<file path="src/rtl/fix_framer.sv">
// FIX message framer: finds "8=" message starts, forwards the body through the
// SOH that precedes the "10=" trailer, strips the trailer tag and hands the
// three checksum digits to the checksum stage on a separate qualifier.
module fix_framer #(
  parameter int unsigned MAX_LEN = 4096
) (
  input  logic       clk,
  input  logic       rst,
  input  logic [7:0] byte_i,
  input  logic       byte_valid_i,
  output logic       ready_o,
  output logic [7:0] data_o,
  output logic       data_valid_o,
  output logic       start_o,
  output logic       end_o,
  output logic [7:0] cks_digit_o,
  output logic       cks_valid_o,
  output logic       msg_done_o,
  output logic       err_o
);

  localparam int unsigned BYTE_W = 8;
  localparam int unsigned LEN_W  = 13;
  localparam int unsigned DCNT_W = 2;
  localparam int unsigned HOLD_N = 3;
  localparam int unsigned HCNT_W = 2;

  localparam logic [BYTE_W-1:0] CH_SOH = 8'h01;
  localparam logic [BYTE_W-1:0] CH_0   = 8'h30;
  localparam logic [BYTE_W-1:0] CH_1   = 8'h31;
  localparam logic [BYTE_W-1:0] CH_8   = 8'h38;
  localparam logic [BYTE_W-1:0] CH_9   = 8'h39;
  localparam logic [BYTE_W-1:0] CH_EQ  = 8'h3D;

  typedef enum logic [2:0] {
    S_IDLE,
    S_BODY,
    S_TAG1,
    S_TAG2,
    S_TAG3,
    S_DRAIN,
    S_CKS
  } state_e;

  state_e                          state_q, state_d;
  logic [LEN_W-1:0]                len_q, len_d;
  logic [DCNT_W-1:0]               dcnt_q, dcnt_d;
  logic [HOLD_N-1:0][BYTE_W-1:0]   hold_q, hold_d;
  logic [HCNT_W-1:0]               hcnt_q, hcnt_d;

  logic                            ready_q, ready_d;
  logic [BYTE_W-1:0]               data_q, data_d;
  logic                            dvalid_q, dvalid_d;
  logic                            start_q, start_d;
  logic                            end_q, end_d;
  logic [BYTE_W-1:0]               cks_q, cks_d;
  logic                            cksv_q, cksv_d;
  logic                            done_q, done_d;
  logic                            err_q, err_d;

  logic                            accept_c;
  logic                            fwd_c;
  logic [BYTE_W-1:0]               fwd_byte_c;
  logic                            is_digit_c;

  assign accept_c   = byte_valid_i && ready_q;
  assign is_digit_c = (byte_i >= CH_0) && (byte_i <= CH_9);

  // Next-state, counters, hold buffer and registered-output values.
  always_comb begin
    state_d    = state_q;
    len_d      = len_q;
    dcnt_d     = dcnt_q;
    hold_d     = hold_q;
    hcnt_d     = hcnt_q;
    data_d     = data_q;
    cks_d      = cks_q;
    dvalid_d   = 1'b0;
    start_d    = 1'b0;
    end_d      = 1'b0;
    cksv_d     = 1'b0;
    done_d     = 1'b0;
    err_d      = 1'b0;
    fwd_c      = 1'b0;
    fwd_byte_c = '0;

    case (state_q)
      S_IDLE: begin
        // Hunt for the '8' of "8=" and drop everything else.
        if (accept_c && (byte_i == CH_8)) begin
          data_d   = byte_i;
          dvalid_d = 1'b1;
          start_d  = 1'b1;
          len_d    = LEN_W'(1);
          state_d  = S_BODY;
        end
      end

      S_BODY: begin
        if (accept_c) begin
          fwd_c      = 1'b1;
          fwd_byte_c = byte_i;
          if (byte_i == CH_SOH) begin
            state_d = S_TAG1;
          end
        end
      end

      S_TAG1: begin
        // A '1' right after SOH may open the trailer, so it is held back.
        if (accept_c) begin
          if (byte_i == CH_1) begin
            state_d = S_TAG2;
          end else begin
            fwd_c      = 1'b1;
            fwd_byte_c = byte_i;
            state_d    = (byte_i == CH_SOH) ? S_TAG1 : S_BODY;
          end
        end
      end

      S_TAG2: begin
        if (accept_c) begin
          if (byte_i == CH_0) begin
            state_d = S_TAG3;
          end else begin
            // Not a trailer: release the held '1' now, queue the current byte.
            fwd_c      = 1'b1;
            fwd_byte_c = CH_1;
            hold_d     = '0;
            hold_d[0]  = byte_i;
            hcnt_d     = HCNT_W'(1);
            state_d    = S_DRAIN;
          end
        end
      end

      S_TAG3: begin
        if (accept_c) begin
          if (byte_i == CH_EQ) begin
            end_d   = 1'b1;
            dcnt_d  = '0;
            state_d = S_CKS;
          end else begin
            // Not a trailer: release '1' now, queue '0' and the current byte.
            fwd_c      = 1'b1;
            fwd_byte_c = CH_1;
            hold_d     = '0;
            hold_d[0]  = CH_0;
            hold_d[1]  = byte_i;
            hcnt_d     = HCNT_W'(2);
            state_d    = S_DRAIN;
          end
        end
      end

      S_DRAIN: begin
        // Emit one queued byte per cycle; the last one decides where to resume.
        fwd_c      = 1'b1;
        fwd_byte_c = hold_q[0];
        hold_d[0]  = hold_q[1];
        hold_d[1]  = hold_q[2];
        hold_d[2]  = '0;
        hcnt_d     = hcnt_q - HCNT_W'(1);
        if (hcnt_q <= HCNT_W'(1)) begin
          hcnt_d  = '0;
          state_d = (hold_q[0] == CH_SOH) ? S_TAG1 : S_BODY;
        end
      end

      S_CKS: begin
        // Exactly three digits followed by SOH close the message.
        if (accept_c) begin
          if (is_digit_c) begin
            if (dcnt_q == DCNT_W'(3)) begin
              err_d   = 1'b1;
              state_d = S_IDLE;
            end else begin
              cks_d  = byte_i;
              cksv_d = 1'b1;
              dcnt_d = dcnt_q + DCNT_W'(1);
            end
          end else if ((byte_i == CH_SOH) && (dcnt_q == DCNT_W'(3))) begin
            done_d  = 1'b1;
            state_d = S_IDLE;
          end else begin
            err_d   = 1'b1;
            state_d = S_IDLE;
          end
        end
      end

      default: begin
        state_d = S_IDLE;
      end
    endcase

    // Common forwarding path with the message length limit.
    if (fwd_c) begin
      if (len_q == LEN_W'(MAX_LEN)) begin
        err_d   = 1'b1;
        state_d = S_IDLE;
        hold_d  = '0;
        hcnt_d  = '0;
      end else begin
        data_d   = fwd_byte_c;
        dvalid_d = 1'b1;
        len_d    = len_q + LEN_W'(1);
      end
    end

    ready_d = (state_d != S_DRAIN);
  end

  // State and output registers with synchronous reset.
  always_ff @(posedge clk) begin
    if (rst) begin
      state_q  <= S_IDLE;
      len_q    <= '0;
      dcnt_q   <= '0;
      hold_q   <= '0;
      hcnt_q   <= '0;
      ready_q  <= 1'b1;
      data_q   <= '0;
      dvalid_q <= 1'b0;
      start_q  <= 1'b0;
      end_q    <= 1'b0;
      cks_q    <= '0;
      cksv_q   <= 1'b0;
      done_q   <= 1'b0;
      err_q    <= 1'b0;
    end else begin
      state_q  <= state_d;
      len_q    <= len_d;
      dcnt_q   <= dcnt_d;
      hold_q   <= hold_d;
      hcnt_q   <= hcnt_d;
      ready_q  <= ready_d;
      data_q   <= data_d;
      dvalid_q <= dvalid_d;
      start_q  <= start_d;
      end_q    <= end_d;
      cks_q    <= cks_d;
      cksv_q   <= cksv_d;
      done_q   <= done_d;
      err_q    <= err_d;
    end
  end

  assign ready_o      = ready_q;
  assign data_o       = data_q;
  assign data_valid_o = dvalid_q;
  assign start_o      = start_q;
  assign end_o        = end_q;
  assign cks_digit_o  = cks_q;
  assign cks_valid_o  = cksv_q;
  assign msg_done_o   = done_q;
  assign err_o        = err_q;

endmodule
</file>
<file path="config.mk">
export PLATFORM = sky130hd
export DESIGN_NAME = fix_framer
export DESIGN_NICKNAME = d
export VERILOG_FILES = /design/src/rtl/fix_framer.sv
export SDC_FILE = /design/constraint.sdc
export NUM_CORES = 1
export LEC_CHECK = 0
export ABC_CLOCK_PERIOD_IN_PS = 2480
export CORE_UTILIZATION = 59
export CTS_BUF_LIST = sky130_fd_sc_hd__clkbuf_8
export CTS_CLUSTER_SIZE = 30
export DETAILED_ROUTE_END_ITERATION = 10
export PLACE_DENSITY_LB_ADDON = 0.3
export SLEW_MARGIN = 20
export SYNTH_ARGS = -nofsm -noshare
export SYNTH_HDL_FRONTEND = slang
export SYNTH_SLANG_ARGS = --single-unit
</file>
<file path="constraint.sdc">
create_clock -name clk -period 2.48 [get_ports clk]
set_input_delay 0.496 -clock clk [delete_from_list [all_inputs] [get_ports clk]]
set_output_delay 0.496 -clock clk [all_outputs]
set_load 0.02 [all_outputs]
</file>
* Word level (Yosys, flattened, before mapping)
Cells that the tools add are included.
** Word-level totals
- Bits in registers :: 67
- Output and inout bits :: 23
- Logic and storage cells :: 135
- Input port bits :: 11
** Cells by class
- $add $sub $neg :: 3
- Magnitude comparators :: 3
- Reduce and logical (&&, ||, !) cells :: 11
- Mux-type cells :: 77
- Equal/unequal tests :: 20
- Bitwise logic cells :: 5
** Operators by type and width (count)
- 2-to-1 mux 24 bit :: 6
- case mux 24 bit (3 select lines) :: 1
- 2-to-1 mux 8 bit :: 7
- 2-to-1 mux 13 bit :: 4
- case mux 8 bit (5 select lines) :: 1
- 2-to-1 mux 3 bit :: 12
- == test 8 x 6 -> 1 bit (second input constant) :: 4
- 2-to-1 mux 2 bit :: 16
- 2-to-1 mux 6 bit :: 4
- 2-to-1 mux 1 bit :: 22
- case mux 3 bit (7 select lines) :: 1
- == test 8 x 1 -> 1 bit (second input constant) :: 2
- adder 13 x 1 -> 13 bit (second input constant) :: 1
- == test 13 bit (second input constant) :: 1
- != test 2 bit (second input constant) :: 5
- == test 3 bit (second input constant) :: 3
- >= comparator 8 x 6 -> 1 bit (second input constant) :: 1
- <= comparator 8 x 6 -> 1 bit (second input constant) :: 1
- OR reduction 4 bit :: 2
- == test 3 x 2 -> 1 bit (second input constant) :: 2
- case mux 2 bit (3 select lines) :: 1
- AND reduction 6 bit :: 1
- inverter 1 bit :: 5
- case mux 1 bit (5 select lines) :: 1
- 12 further kinds :: 15

* Longest topological paths before layout
Gate-level depths: netlist (run 1).
- Word-level depth :: 8
- Mapped depth :: 9
- Depth with buffers taken out :: 7

* Worst setup path before layout (run 1)
No wires, ideal clock.
- Kind :: input to register
- From :: input byte_i[1]
- To :: register state_q[0]
- Stages on the path :: 6
- Slack :: 0.237 ns
- Required time :: 2.365 ns
- Data arrival time :: 2.128 ns
- Cell sequence :: buf_2 or4b_4 nor2_1 a2111oi_0 or4_1 and2_1
** On the way
- Longest elaborated chain between the ends :: 7
- Elaborated cells on any way between the ends :: 31
- Classes of those cells :: order compare: 2; eq/ne: 5; mux: 22; reduce/logical: 2
** Ends and longest elaborated chain
- start, declared :: RTL line 9 : input logic [7:0] byte_i,
- >= comparator 8 x 6 -> 1 bit, or another cell as far along :: RTL line 67 : assign is_digit_c = (byte_i >= CH_0) && (byte_i <= CH_9);
- logical AND 1 bit / 2-to-1 mux 2 bit (equally long branches) :: RTL line 67, 117
- 2-to-1 mux 3 bit / 2-to-1 mux 2 bit (equally long branches) :: RTL line 174, 112
- 2-to-1 mux 3 bit, on equally long branches :: RTL line 173, 111
- case mux 3 bit (7 select lines) :: RTL line 87 : case (state_q)
- 2-to-1 mux 3 bit :: RTL line 200 : if (len_q == LEN_W'(MAX_LEN)) begin
- 2-to-1 mux 3 bit (*) :: RTL line 199 : if (fwd_c) begin
- end signal, assigned :: RTL line 233 : state_q <= state_d;
- end, declared :: RTL line 45 : state_e state_q, state_d;
Every way passes the cells marked *; elsewhere a longest branch is shown, timed or not.
A chain may end at the register's enable or synchronous reset.

* Final worst setup path (run 1)
- From :: input byte_i[1]
- To :: register data_q[4] (netlist: data_o[4])
** On the way
- Longest elaborated chain between the ends :: 6
- Elaborated cells on any way between the ends :: 23
- Classes of those cells :: eq/ne: 4; mux: 18; reduce/logical: 1
** Ends and longest elaborated chain
- == test 8 x 6 -> 1 bit, on equally long branches
- 2-to-1 mux 6 bit, or another cell as far along :: RTL line 140 : if (byte_i == CH_EQ) begin
- 2-to-1 mux 6 bit, or another cell as far along :: RTL line 139 : if (accept_c) begin
- case mux 8 bit (5 select lines) / 2-to-1 mux 8 bit (equally long branches) :: RTL line 87
- 2-to-1 mux 8 bit :: RTL line 200
- 2-to-1 mux 8 bit (*) :: RTL line 199
- end signal, assigned :: RTL line 239 : data_q <= data_d;
- end, declared :: RTL line 52 : logic [BYTE_W-1:0] data_q, data_d;
Marks and branches as above.

==> impl_metrics.ini, run 1 <==
[logic_synthesis]
async_flop_share_pct = 0
postSynthCellCount = 401
syn_avg_cell_area_sq_um = 8.440
ys_types = 67
ys_seq_elements = 67
synthFlopType = dfxtp_1
synth_top_area_share_pct = 39.63
synth_edf_count = 0
yosys_warnings = 0
ys_top_cells_by_area = dfxtp_1 40%, nand3_1 5.3%, nor2_1 3.9%
syn_nets = 415
ys_seq_area_share_pct = 39.63
synth_area_sq_um = 3384
yosysTopAreaCell = dfxtp_1

[global_routing]
grt_pass1_vias = 3263
grt_overflow = 0
grt_max_degree = 26
grt_pass1_wl_mm = 15.73
gr-usage-met2_pct = 57.26
antenna_found_initial = 0
grt_use_met3_pct = 5.765
top_usage_layer = met2
grt_usage_pct = 33.63
met1_usage_pct = 41.73

[setup_path]
slowest_delay_ns = 0.56
cp_data_required_time_ns = 2.68
cpMaxStageDelayCell = or4_4
arrival_ns = 2.61
crit_buf_inv = 2
worstSetupEndpointType = register
cp_top_family = simple AND/OR/NAND/NOR gates
cp-start-kind = input port
critPathMaxFanout = 25
ff2ff_setup_slack_ns = 0.23
worstPathCellList = clkdlybuf4s50_1 -> buf_4 -> or4_4 -> o22a_1 -> o221a_2 -> nor3_1 -> a211oi_1
critPathKind = in2reg

[clock_tree]
cts_num_sinks = 67
hold_buffers = 0
cts_max_path_buffers = 2
clk_latency_ns = 0.34
clock-root-buffer = clkbuf_8
cts_tree = built
path_clk_slew_ns = 0.07
cts-htree-levels = 3
numCtsBuffers = 9

[routing]
detail_route.vias_per_cell = 6.348
num_vias = 3504
postRouteAntennaNets = 0
wl_per_cell_um = 17.71
wirelength_mm = 9.777
drt_drc_violations_left = 0
first_pass_iters = 6
drtIter0Drc = 328

[layout]
layout_commonest_cell = dfxtp_1
area_delta_synth_final_pct = 26.25
fin_util_pct = 77.60
finalNonFillerCells = 552
drive_above_1_share_pct = 18.13
final_cell_mix = 67 x dfxtp_1, 62 x buf_4, 36 x nand3_1
final_nets = 490
antennaDiodeCount = 0

[sta]
skew_ns = 0.007226
period_needed_ns = 2.412
max_slew.worst_pin.slew_ns = 0.4935
setup_violations = 0
fmax_mhz = 414.6
maxSlewViolCount = 0
rsz0062_at_grt = false
fin_hold_ws_ns = 0.4681
fin_crit_sh_pct = 97.26
hold_violations = 0
maxSlewHeadroom_pct = 67.10

[min_path]
hold_path.class = reg2reg

[floorplan]
die_h_um = 77.74
initial_core_util_pct = 61.46
rows = 27
io_pins = 34
core_sq_um = 5507
fp.dieW_um = 77.74
dieArea_sq_um = 6044

[placed_design]
place_hpwl_mm = 7.170
place_inst = 536
routabilityCongestion = 0.9639
portBuffers = 33

[power]
p_total_w = 0.001976
powerDensity_nw_per_um2 = 462.5
p_leak_nw = 1.557
ir_drop_v = 0.0004955

[outcome]
status = finished, final reports clean

[job]
maxCapViolations = 0
-- report_power, final --
| part | internal, W | switching (W) | total [W] |
|---|---|---|---|
| Clock | 0.000372 | 0.000406 | 0.000778 |
| Sequential | 0.00108 | 0.000000240 | 0.00108 |
| Combinational | 0.0000556 | 0.0000669 | 0.000123 |
-- per-layer routing --
metal  share of wire [%]  up-vias
met4                 3.1        0
met5                   0        -
met2                  48      179
met1                  43     1632
li1                    -     1663
met3                 6.8       30
-- worst reg2reg max path: cells and delay by family, from the launching register on --
kind / cells / cell delay, ns
multiplexers: 1 / 0.25
AND/OR/NAND/NOR: 3 / 1.23
buffers and inverters: 1 / 0.23
flip-flops: 1 / 0.44
-- worst paths after layout --
path                    from  cells past startpoint         to
setup / recovery   byte_i[1]                      7  data_o[4]
hold / removal     dcnt_q[1]                      2  dcnt_q[1]
hold reg to reg    dcnt_q[1]                      2  dcnt_q[1]
setup reg to reg  state_q[2]                      5  len_q[11]
-- flip-flops by register name, summed over array words and instances (netlist names) --
signal and flops:
cks_valid_o 1, err_o 1, dcnt_q 2, state_q 3, msg_done_o 1, data_valid_o 1
data_o 8, end_o 1, ready_o 1, hold_q 24, hcnt_q 2, len_q 13
cks_digit_o 8, start_o 1
-- Yosys cell counts, drive strengths merged (2+ instances only) --
| library cell | count |
|---|---|
| a211oi | 5 |
| a21oi | 23 |
| a221oi | 5 |
| a22o | 6 |
| a22oi | 13 |
| a31oi | 15 |
| a32oi | 2 |
| and2 | 4 |
| and3 | 13 |
| and3b | 2 |
| buf | 17 |
| clkbuf | 15 |
| dfxtp | 67 |
| ha | 3 |
| inv | 4 |
| mux2i | 5 |
| nand2 | 25 |
| nand2b | 3 |
| nand3 | 37 |
| nand3b | 3 |
| nand4 | 3 |
| nand4b | 2 |
| nor2 | 35 |
| nor2b | 3 |
| nor3 | 11 |
| nor3b | 2 |
| nor4 | 4 |
| nor4b | 4 |
| o211ai | 4 |
| o21a | 3 |
| o21ai | 14 |
| o221ai | 3 |
| o22a | 2 |
| o22ai | 2 |
| or2 | 3 |
| or3 | 14 |
| or4 | 6 |
| or4b | 2 |
-- final cells by class --
class,count,area (sq um)
tap,72,90.09
multi-input combinational,298,1848
clock buffer,10,137.6
sequential,67,1341
fill,405,1234
inverter,4,15.01
clock inverter,5,22.52
timing repair buffer,96,818.3
-- logic make-up (layout without fill, tap and decap cells) --
family / Yosys count / in the layout / share of synthesized area (%)
and+or+nand+nor: 180 / 180 / 29.21
AOI/OAI and AO/OA: 108 / 108 / 22.22
DFF: 67 / 67 / 39.63
buffers and inverters: 36 / 115 / 5.767
muxes: 6 / 6 / 1.811
adders and majority gates: 3 / 3 / 1.109
xor gates and xnor gates: 1 / 1 / 0.2588
-- per-stage QoR --
| step | TNS [ns] | worst slack (ns) | area (sq um) |
|---|---|---|---|
| final | 0 | 0.06807 | 4273 |
| after global routing | 0 | 0.007528 | 4273 |
| after CTS | 0 | 0.03449 | 4263 |
| after detailed placement | -11.87 | -0.3199 | 4103 |
| after global placement | -8.904 | -0.2857 | 4103 |
| after floorplan | 0 | 0.2369 | 3385 |
-- timing repair --
item / 4_1_cts / 5_1_grt
setup buffers: 0 / 1
endpoints found under the setup margin: 0 / 19
gates resized for setup: 0 / 1
Note: power is estimated with default switching activity, not from simulation.
==> inputs of run 2 (changes only) <==
--- a/config.mk
+++ b/config.mk
@@ -8,9 +8,11 @@
 export ABC_CLOCK_PERIOD_IN_PS = 2480
 export CORE_UTILIZATION = 59
 export CTS_BUF_LIST = sky130_fd_sc_hd__clkbuf_8
+export CTS_CLUSTER_DIAMETER = 100
 export CTS_CLUSTER_SIZE = 30
 export DETAILED_ROUTE_END_ITERATION = 10
 export PLACE_DENSITY_LB_ADDON = 0.3
+export SKIP_LAST_GASP = 1
 export SLEW_MARGIN = 20
 export SYNTH_ARGS = -nofsm -noshare
 export SYNTH_HDL_FRONTEND = slang
==> results of run 2 <==
Final layout, timing and power as in run 1 (identical DEF).
